`src/rtl/keypad_pkg.sv`:
```
// Shared definitions for the multi-tap keypad decoder.
// Contents: raw scanner key codes, decoder FSM state type, logical key type,
// and helper functions mapping a letter key and tap index to ASCII.
package keypad_pkg;

    // Raw scanner codes {row[3:0] one-hot high, col[3:0] one-hot low}.
    // Row bit3 is the top row, col bit3 low is the leftmost column.
    localparam logic [7:0] KEY_CODE_1    = 8'h87;
    localparam logic [7:0] KEY_CODE_2    = 8'h8B;
    localparam logic [7:0] KEY_CODE_3    = 8'h8D;
    localparam logic [7:0] KEY_CODE_A    = 8'h8E;
    localparam logic [7:0] KEY_CODE_4    = 8'h47;
    localparam logic [7:0] KEY_CODE_5    = 8'h4B;
    localparam logic [7:0] KEY_CODE_6    = 8'h4D;
    localparam logic [7:0] KEY_CODE_B    = 8'h4E;
    localparam logic [7:0] KEY_CODE_7    = 8'h27;
    localparam logic [7:0] KEY_CODE_8    = 8'h2B;
    localparam logic [7:0] KEY_CODE_9    = 8'h2D;
    localparam logic [7:0] KEY_CODE_C    = 8'h2E;
    localparam logic [7:0] KEY_CODE_STAR = 8'h17;
    localparam logic [7:0] KEY_CODE_0    = 8'h1B;
    localparam logic [7:0] KEY_CODE_HASH = 8'h1D;
    localparam logic [7:0] KEY_CODE_D    = 8'h1E;

    typedef enum logic [1:0] {
        ST_IDLE    = 2'd0,
        ST_PENDING = 2'd1,
        ST_SUBMIT  = 2'd2
    } keypad_state_t;

    typedef enum logic [4:0] {
        K0    = 5'd0,
        K1    = 5'd1,
        K2    = 5'd2,
        K3    = 5'd3,
        K4    = 5'd4,
        K5    = 5'd5,
        K6    = 5'd6,
        K7    = 5'd7,
        K8    = 5'd8,
        K9    = 5'd9,
        KA    = 5'd10,
        KB    = 5'd11,
        KC    = 5'd12,
        KD    = 5'd13,
        KSTAR = 5'd14,
        KHASH = 5'd15,
        KNONE = 5'd16
    } key_t;

    // True for the keys that carry letters (2..9).
    function automatic logic is_letter_key(input key_t key);
        logic r;
        case (key)
            K2, K3, K4, K5, K6, K7, K8, K9: r = 1'b1;
            default:                        r = 1'b0;
        endcase
        return r;
    endfunction

    // Number of letters on a key: 4 for 7 and 9, 3 for other letter keys.
    function automatic logic [2:0] letter_count(input key_t key);
        logic [2:0] r;
        case (key)
            K7, K9:                 r = 3'd4;
            K2, K3, K4, K5, K6, K8: r = 3'd3;
            default:                r = 3'd0;
        endcase
        return r;
    endfunction

    // ASCII letter for a key at a tap index; 8'h00 for non-letter keys.
    // Letters are contiguous in ASCII, so base + index covers every key.
    function automatic logic [7:0] letter_of(input key_t key, input logic [1:0] idx);
        logic [7:0] base;
        logic [7:0] r;
        case (key)
            K2:      base = 8'h41; // A
            K3:      base = 8'h44; // D
            K4:      base = 8'h47; // G
            K5:      base = 8'h4A; // J
            K6:      base = 8'h4D; // M
            K7:      base = 8'h50; // P
            K8:      base = 8'h54; // T
            K9:      base = 8'h57; // W
            default: base = 8'h00;
        endcase
        if (base == 8'h00) begin
            r = 8'h00;
        end else begin
            r = base + {6'b000000, idx};
        end
        return r;
    endfunction

endpackage

```
`src/rtl/keypad_key_decode.sv`:
```
// Combinational translation of a raw scanner code into a logical key.
// Ports:
//   cur_key  in  8  {row one-hot high, col one-hot low}
//   key      out    decoded key_t, KNONE for any code that is not exactly
//                   one row bit plus one column zero
module keypad_key_decode
    import keypad_pkg::*;
(
    input  logic [7:0] cur_key,
    output key_t       key
);

    // Exact match against the sixteen legal codes; anything else is KNONE.
    always_comb begin
        key = KNONE;
        case (cur_key)
            KEY_CODE_0:    key = K0;
            KEY_CODE_1:    key = K1;
            KEY_CODE_2:    key = K2;
            KEY_CODE_3:    key = K3;
            KEY_CODE_4:    key = K4;
            KEY_CODE_5:    key = K5;
            KEY_CODE_6:    key = K6;
            KEY_CODE_7:    key = K7;
            KEY_CODE_8:    key = K8;
            KEY_CODE_9:    key = K9;
            KEY_CODE_A:    key = KA;
            KEY_CODE_B:    key = KB;
            KEY_CODE_C:    key = KC;
            KEY_CODE_D:    key = KD;
            KEY_CODE_STAR: key = KSTAR;
            KEY_CODE_HASH: key = KHASH;
            default:       key = KNONE;
        endcase
    end

endmodule

```
`src/rtl/keypad_decoder.sv`:
```
// Multi-tap keypad decoder: composes one pending ASCII letter from repeated
// taps of keys 2..9, clears it on '*', and submits it on '#' through a
// valid/ready handshake.
// Ports:
//   clk            in   system clock
//   nRst           in   asynchronous active-low reset
//   strobe         in   one-cycle key-press pulse; cur_key sampled only then
//   cur_key        in   8  raw scanner code
//   letter_ready   in   downstream accepts letter this cycle
//   letter         out  8  submitted ASCII letter, qualified by letter_valid
//   letter_valid   out  submitted letter available
//   pending_letter out  8  letter being composed, 8'h00 when none
module keypad_decoder
    import keypad_pkg::*;
#(
    parameter int unsigned TAP_TIMEOUT = 12_000_000
) (
    input  logic       clk,
    input  logic       nRst,
    input  logic       strobe,
    input  logic [7:0] cur_key,
    input  logic       letter_ready,
    output logic [7:0] letter,
    output logic       letter_valid,
    output logic [7:0] pending_letter
);

    localparam int unsigned TW = $clog2(TAP_TIMEOUT + 1);
    localparam logic [TW-1:0] TIMEOUT_C = TW'(TAP_TIMEOUT);

    key_t            key_s;
    keypad_state_t   state_q, state_d;
    key_t            last_key_q, last_key_d;
    logic [1:0]      tap_q, tap_d;
    logic [TW-1:0]   timer_q, timer_d;
    logic [7:0]      pending_q, pending_d;
    logic [7:0]      letter_q, letter_d;
    logic            valid_q, valid_d;
    logic [1:0]      tap_next_s;

    keypad_key_decode u_key_decode (
        .cur_key (cur_key),
        .key     (key_s)
    );

    // Tap index for a letter-key strobe while a letter is pending: advance
    // (with wrap) only for the same key arriving before the timer saturates.
    always_comb begin
        tap_next_s = 2'd0;
        if ((key_s == last_key_q) && (timer_q < TIMEOUT_C)) begin
            if (({1'b0, tap_q} + 3'd1) >= letter_count(key_s)) begin
                tap_next_s = 2'd0;
            end else begin
                tap_next_s = tap_q + 2'd1;
            end
        end else begin
            tap_next_s = 2'd0;
        end
    end

    // Next-state and output logic of the IDLE/PENDING/SUBMIT machine.
    always_comb begin
        state_d    = state_q;
        last_key_d = last_key_q;
        tap_d      = tap_q;
        pending_d  = pending_q;
        letter_d   = letter_q;
        valid_d    = valid_q;
        timer_d    = TW'(0);

        case (state_q)
            ST_IDLE: begin
                if (strobe && is_letter_key(key_s)) begin
                    state_d    = ST_PENDING;
                    last_key_d = key_s;
                    tap_d      = 2'd0;
                    pending_d  = letter_of(key_s, 2'd0);
                    timer_d    = TW'(0);
                end else begin
                    state_d    = ST_IDLE;
                end
            end

            ST_PENDING: begin
                // Saturating tap timer; any accepted key below clears it.
                if (timer_q < TIMEOUT_C) begin
                    timer_d = timer_q + TW'(1);
                end else begin
                    timer_d = timer_q;
                end

                if (strobe && (key_s == KSTAR)) begin
                    state_d   = ST_IDLE;
                    pending_d = 8'h00;
                    tap_d     = 2'd0;
                    timer_d   = TW'(0);
                end else if (strobe && (key_s == KHASH)) begin
                    state_d   = ST_SUBMIT;
                    letter_d  = pending_q;
                    valid_d   = 1'b1;
                    pending_d = 8'h00;
                    tap_d     = 2'd0;
                    timer_d   = TW'(0);
                end else if (strobe && is_letter_key(key_s)) begin
                    last_key_d = key_s;
                    tap_d      = tap_next_s;
                    pending_d  = letter_of(key_s, tap_next_s);
                    timer_d    = TW'(0);
                end else begin
                    state_d    = ST_PENDING;
                end
            end

            ST_SUBMIT: begin
                // Strobes are dropped here, even one coinciding with ready.
                if (valid_q && letter_ready) begin
                    state_d = ST_IDLE;
                    valid_d = 1'b0;
                end else begin
                    state_d = ST_SUBMIT;
                end
            end

            default: begin
                state_d   = ST_IDLE;
                pending_d = 8'h00;
                valid_d   = 1'b0;
                tap_d     = 2'd0;
            end
        endcase
    end

    // State and output registers.
    always_ff @(posedge clk or negedge nRst) begin
        if (!nRst) begin
            state_q    <= ST_IDLE;
            last_key_q <= KNONE;
            tap_q      <= 2'd0;
            timer_q    <= TW'(0);
            pending_q  <= 8'h00;
            letter_q   <= 8'h00;
            valid_q    <= 1'b0;
        end else begin
            state_q    <= state_d;
            last_key_q <= last_key_d;
            tap_q      <= tap_d;
            timer_q    <= timer_d;
            pending_q  <= pending_d;
            letter_q   <= letter_d;
            valid_q    <= valid_d;
        end
    end

    assign letter         = letter_q;
    assign letter_valid   = valid_q;
    assign pending_letter = pending_q;

endmodule

```
`config.mk`:
```
export PLATFORM = sky130hd
export DESIGN_NAME = keypad_decoder
export DESIGN_NICKNAME = d
export VERILOG_FILES = /design/src/rtl/keypad_pkg.sv /design/src/rtl/keypad_key_decode.sv /design/src/rtl/keypad_decoder.sv
export SDC_FILE = /design/constraint.sdc
export NUM_CORES = 1
export LEC_CHECK = 0
export BUFFER_PORTS_ARGS = -buffer_cell sky130_fd_sc_hd__buf_2
export CAP_MARGIN = 40
export CORE_UTILIZATION = 50
export DETAILED_ROUTE_END_ITERATION = 6
export PLACE_DENSITY = 0.72
export SETUP_SLACK_MARGIN = 0.2
export SYNTH_ARGS = -nofsm -noshare
export SYNTH_HDL_FRONTEND = slang
export SYNTH_SLANG_ARGS = --single-unit
```
`constraint.sdc`:
```
create_clock -name clk -period 3.05 [get_ports clk]
set_clock_uncertainty 0.1 [all_clocks]
set_input_delay 0 -clock clk [delete_from_list [all_inputs] [get_ports clk]]
set_output_delay 0 -clock clk [all_outputs]
set_load 0.02 [all_outputs]
```
; Word-level counts from Yosys, hierarchy flattened
; Memories as Yosys holds them, arrays and structs flattened.
; Index checks and enable logic that the tools add are counted.
[totals]
reg_bits = 50
mem_bits_ro = 272
out_inout_bits = 17
n_memories = 5
[op_classes]
add_sub_neg = 4
magnitude_cmp = 2
n_eq_ne = 30
mux = 51
bitwise = 3
reduce_logical = 14
[memory_table]
columns = name, words, width, read_ports, rd_clocked_by_memory_dff, write_ports, line
row1 = (no name shown), 16, 6, 1, 0, 0, keypad_pkg.sv:77  ; case (key)
row2 = (no name shown), 16, 6, 1, 0, 0, keypad_pkg.sv:77
row3 = (no name shown), 16, 3, 1, 0, 0, keypad_pkg.sv:64  ; case (key)
row4 = (no name shown), 16, 1, 1, 0, 0, keypad_pkg.sv:54  ; case (key)
row5 = (no name shown), 16, 1, 1, 0, 0, keypad_pkg.sv:54
[op_table]
columns = op, n
row1 = $mux 24, 5
row2 = $mux 8, 14
row3 = $pmux 5 s16, 1
row4 = $eq 8x5->1 const B, 4
row5 = $eq 8x6->1 const B, 4
row6 = $eq 8x7->1 const B, 4
row7 = $eq 8x8->1 const B, 4
row8 = $add 24x1->24 const B, 1
row9 = $lt 24x24->1 const B, 1
row10 = $pmux 8 s3, 1
row11 = $mux 2, 10
row12 = $mux 5, 4
row13 = $logic_not 8->1, 2
row14 = $ne 2x2->1 const B, 6
row15 = $pmux 2 s3, 2
row16 = $eq 5x4->1 const B, 2
row17 = $mux 1, 10
row18 = $pmux 5 s2, 1
row19 = $add 8x2->8, 1
row20 = $ne 4x4->1 const B, 2
row21 = $logic_and 1x1->1, 6
row22 = $mux 3, 2
row23 = $reduce_and 3->1, 2
row24 = $eq 5x5->1, 1
row25 = other kinds (12), 14

; Depth between registers and ports, before layout
[logic_depth]
ltp_word = 18
ltp_mapped = 24
depth_no_buf = 21

; By module
; Synthesis repeated with hierarchy kept, for this count alone.
[unflattened]
cells_unflattened = 351
area_unflattened_um2 = 3269.4
[by_module_without_submodules]
columns = mod, instances, cells_per_inst, area_per_inst_um2, seq_area_each_um2
row1 = keypad_decoder, 1, 294, 2869.0, 1202.4
row2 = keypad_key_decode, 1, 57, 400.4, 0.0

; Worst setup path after synthesis
; No wires, ideal clock.
[synth_timing]
path_kind = input port to flip-flop
start = input port cur_key[7]
end = register pending_q[4], in the netlist pending_letter[4]
setup_ns = 0.128
arrival_time_ns = 4.144
slack_ns = -1.322
stages = 23
n_path_buf = 2
path_cell_list = buf_2 -> or4b_1 -> buf_2 -> nor3_4 -> nor2_1 -> and2_1 -> ha_1 -> o21ai_0 -> o21a_1 -> inv_1 -> ha_1 -> nand2b_1 -> a21o_1 -> a21oi_1 -> nand4_1 -> nor4_2 -> nor2b_1 -> ha_1 -> inv_1 -> fa_1 -> nor3_1 -> xor2_1 -> o21ai_0
[synth_via]
elab_chain_len = 14
[synth_rtl]
columns = element, line
row1 = start: declaration, keypad_decoder.sv:21  ; input logic [7:0] cur_key,
row2 = $eq 8x5->1 (tied with other cells), keypad_key_decode.sv:16  ; case (cur_key)
row3 = $pmux 5 s16 (*), keypad_key_decode.sv:16
row4 = $mem_v2 16x3 or $mem_v2 16x6 (tied branches), --
row5 = $mux 3 or $mux 8 (tied branches), "keypad_pkg.sv:64, keypad_pkg.sv:77"
row6 = $mux 3 or $mux 8 (tied branches), "keypad_decoder.sv:50, keypad_decoder.sv:104"
row7 = $ge 3x3->1 or $mux 8 (tied branches), "keypad_decoder.sv:51, keypad_decoder.sv:97"
row8 = $mux 2 or $mux 8 (tied branches), "keypad_decoder.sv:51, keypad_decoder.sv:92"
row9 = $mux 2 or $mux 8 (tied branches), "keypad_decoder.sv:50, keypad_decoder.sv:71"
row10 = $add 8x2->8 or $logic_not 8->1 (tied branches), "keypad_pkg.sv:91, keypad_pkg.sv:88"
row11 = $mux 8, keypad_pkg.sv:88  ; if (base == 8'h00) begin
row12 = $mux 8, keypad_decoder.sv:104  ; end else if (strobe && is_letter_key(key_s)) begin
row13 = $mux 8, keypad_decoder.sv:97  ; end else if (strobe && (key_s == KHASH)) begin
row14 = $mux 8, keypad_decoder.sv:92  ; if (strobe && (key_s == KSTAR)) begin
row15 = $pmux 8 s3, keypad_decoder.sv:71  ; case (state_q)
row16 = end signal: assignment, keypad_decoder.sv:148  ; pending_q <= pending_d;
row17 = end: declaration, keypad_decoder.sv:36  ; logic [7:0] pending_q, pending_d;
; Mark *: on every way between the ends. The rest lies on a longest branch, timed or not. The select of a mux whose other input is x is not followed.
; A chain may end at the register's enable or synchronous reset.

; Worst setup path after layout
[layout_timing]
start = input port cur_key[7]
end = register pending_q[2], in the netlist pending_letter[2]
; Same word-level chain as after synthesis.

==> flow_summary.ini <==
[status]
status = complete, but fails checks
violations = setup timing

[sta]
rsz0062_at_grt = true
finalSetupViolCount = 6
fmax_mhz = 257
drv_slew = 0
layout_setup_ws_ps = -845
fin_crit_sh = 1.28
final-hold-violation-count = 0
period_minus_slack_ps = 3900
hold_ws_ps = 33.7

[placed_design]
dp.cells = 472
portBuffers = 26
pre_cts_slack_ps = -1200
post-dp-hpwl_mm = 5.11
place.gp.congestion = 0.884

[clock_network]
cts_inserted_buffers = 5
htree_num_levels = 2
clock_latency_ps = 310
cts_tree = done
root_buffer = clkbuf_8
path_clk_slew_ps = 90
cts_sinks = 48
clock_path_buffers = 2

[critical_path]
r2r-start = tap_q[0]
reg2reg_slack_ps = -130
arrival_ps = 4010
worstSetupPathType = input pin to flop
reg2reg_depth = 12
cp_data_required_time_ps = 3170
r2r-end = pending_letter[2]
critPathLaunchType = input pin
cp-end-kind = flop
crit_fanout = 4

[floorplan]
rows = 28
coreArea_sq_um = 5920
dieArea_sq_um = 6490
die_w_um = 80.6
ios = 29
die_h_um = 80.6
initial_core_util = 0.521

[drt]
met1_length_mm = 3.29
antenna_left = 0
dr.first_iter.drc_count = 99
top_layer_used = met4
met3_length_um = 354
vias = 2844
vias_per_cell = 5.62
drt_first_pass_iters = 4
post-route-drc-count = 0
met2_length_mm = 3.97
wl_per_cell_um = 15.5
wl_mm = 7.87

[pwr]
power.leakage_nw = 1.98
p_per_area_nw_per_um2 = 334
peakVddDrop_v = 0.000312

[global_route]
grt_pass1_vias = 2750
grt_max_degree = 34
grt_usage = 0.243
grt_antenna_before_repair = 0
grt_pass1_wl_mm = 12.1
grt.overflow.total = 0

[job]
max_cap_viol_count = 0

[finish]
syn2layout_area_growth_pct = 36.2
num-nets-final = 455
drive_above_1_share = 0.397
nFillCells = 405
num_antenna_cells = 0
multi_input_area_sq_um = 1960
layout.cells.non_filler = 506
regArea_sq_um = 1200
final_cell_mix = 73 x buf_4, 47 x dfrtp_1, 38 x nor2_1
final_common_cell = buf_4

[synth]
ys_ff_latch = 48
syn_area_sq_um = 3090
syn-instance-count = 331
synth_cell_types = 60
synth_edf_count = 0
ys.flop_type = dfrtp_1
ys_seq_area_frac = 0.390
yosysWarnings = 0
post_synth.cell_area_avg_sq_um = 9.32
synthArstFlopShare = 1.00

[min_path]
hold_path.class = input pin to asynchronous set/reset pin
## stage by stage
step	setup TNS, ps	area, sq um	util	total power, W
6_report	-4390	4200	0.710	0.00140
5_1_grt	-5750	4200	0.710	0.00147
4_1_cts	-3450	4040	0.682	0.00139
3_5_place_dp	-6690	3710	0.627	0.000982
3_3_place_gp	-6330	3690	0.624	0.000968
2_1_floorplan	-5930	3160	-	0.000876
## layout make-up
type,count,area share
tap,75,0.0223
inverter,6,0.00536
sequential,48,0.286
multi-input combinational,260,0.467
clock inverter,1,0.00208
timing repair buffer,109,0.197
clock buffer,7,0.0205
## cell usage after synthesis (2+ instances only)
library cell,number,area share
and3_1,11,0.022
nand2_1,27,0.033
nand3_1,10,0.016
and4_1,2,0.0057
clkbuf_1,7,0.0085
nor2_1,42,0.051
ha_1,12,0.049
a211oi_1,2,0.0049
o22ai_1,2,0.0041
dfrtp_1,47,0.38
nor3_1,6,0.0097
xnor2_1,17,0.048
or4b_4,2,0.0089
nor2b_1,4,0.0081
buf_6,2,0.0073
buf_2,7,0.011
xor2_1,17,0.048
buf_4,2,0.0049
or3_1,2,0.0041
nor3_2,2,0.0065
nand2b_1,5,0.010
a21oi_1,16,0.026
a32o_1,2,0.0065
a22o_1,4,0.011
nand4_1,6,0.012
nor4_4,2,0.014
mux2_2,8,0.029
inv_1,6,0.0073
o21a_1,3,0.0073
a21o_1,3,0.0073
and2_1,6,0.012
or4b_2,2,0.0065
o21ai_0,15,0.024
nand4b_1,4,0.011
## worst max-delay path, cell delays in order
cell and delay (ps):
buf_8 100, buf_6 110, or4b_4 530, o22ai_4 210, nor2_4 50, buf_4 130, buf_4 120, buf_4 120
buf_4 120, buf_4 120, buf_4 120, buf_4 120, buf_4 120, buf_6 100, buf_6 110, nand4_1 140
xnor2_1 140, nor4_4 330, nor2b_4 230, ha_4 140, inv_2 30, fa_2 340, mux2_2 300, o211ai_1 190
## state kept, by name (all words and copies together) (netlist names)
name and flops:
timer_q 24, letter 7, pending_letter 7, last_key_q 5, state_q 2, tap_q 2
letter_valid 1
## power by group
part | internal (W) | switching (W)
Combinational | 0.000129 | 0.000167
Sequential | 0.000669 | 0.0000405
Clock | 0.000186 | 0.000213
## worst max path at each step
stage / end / slack [ps] / start / cells past startpoint
global route: pending_letter[3] / -940 / cur_key[3] / 23
detailed placement: pending_letter[1] / -1200 / cur_key[7] / 21
global placement: pending_letter[1] / -1140 / cur_key[7] / 21
finish: pending_letter[2] / -850 / cur_key[7] / 24
CTS: pending_letter[4] / -690 / cur_key[7] / 23
floorplan: pending_letter[1] / -1160 / cur_key[7] / 23
## logic make-up after synthesis
| kind of cell | after synthesis | share of synthesized area |
|---|---|---|
| adder cells (fa/ha/maj) | 13 | 0.0551 |
| AND/OR/NAND/NOR | 143 | 0.260 |
| XOR/XNOR | 34 | 0.0965 |
| AO/OA/AOI/OAI | 59 | 0.125 |
| multiplexers | 9 | 0.0324 |
| buffers and inverters | 24 | 0.0393 |
| other | 1 | 0.00122 |
| flip-flops | 48 | 0.390 |
## timing repair
item / 4_1_cts / 5_1_grt
endpoints found under the hold margin: 49 / 0
setup buffers: 18 / 6
hold buffers: 2 / 0
gates resized for setup: 20 / 32
setup endpoints to repair: 8 / 37
pin swaps: 13 / 13
## routing by layer
layer / vias up / global-route usage
li1: 1356 / -
met1: 1370 / 0.292
met2: 92 / 0.419
met3: 26 / 0.0489
met4: 0 / 0.0982
met5: - / 0
No activity file was read; power rests on OpenSTA's default activity.
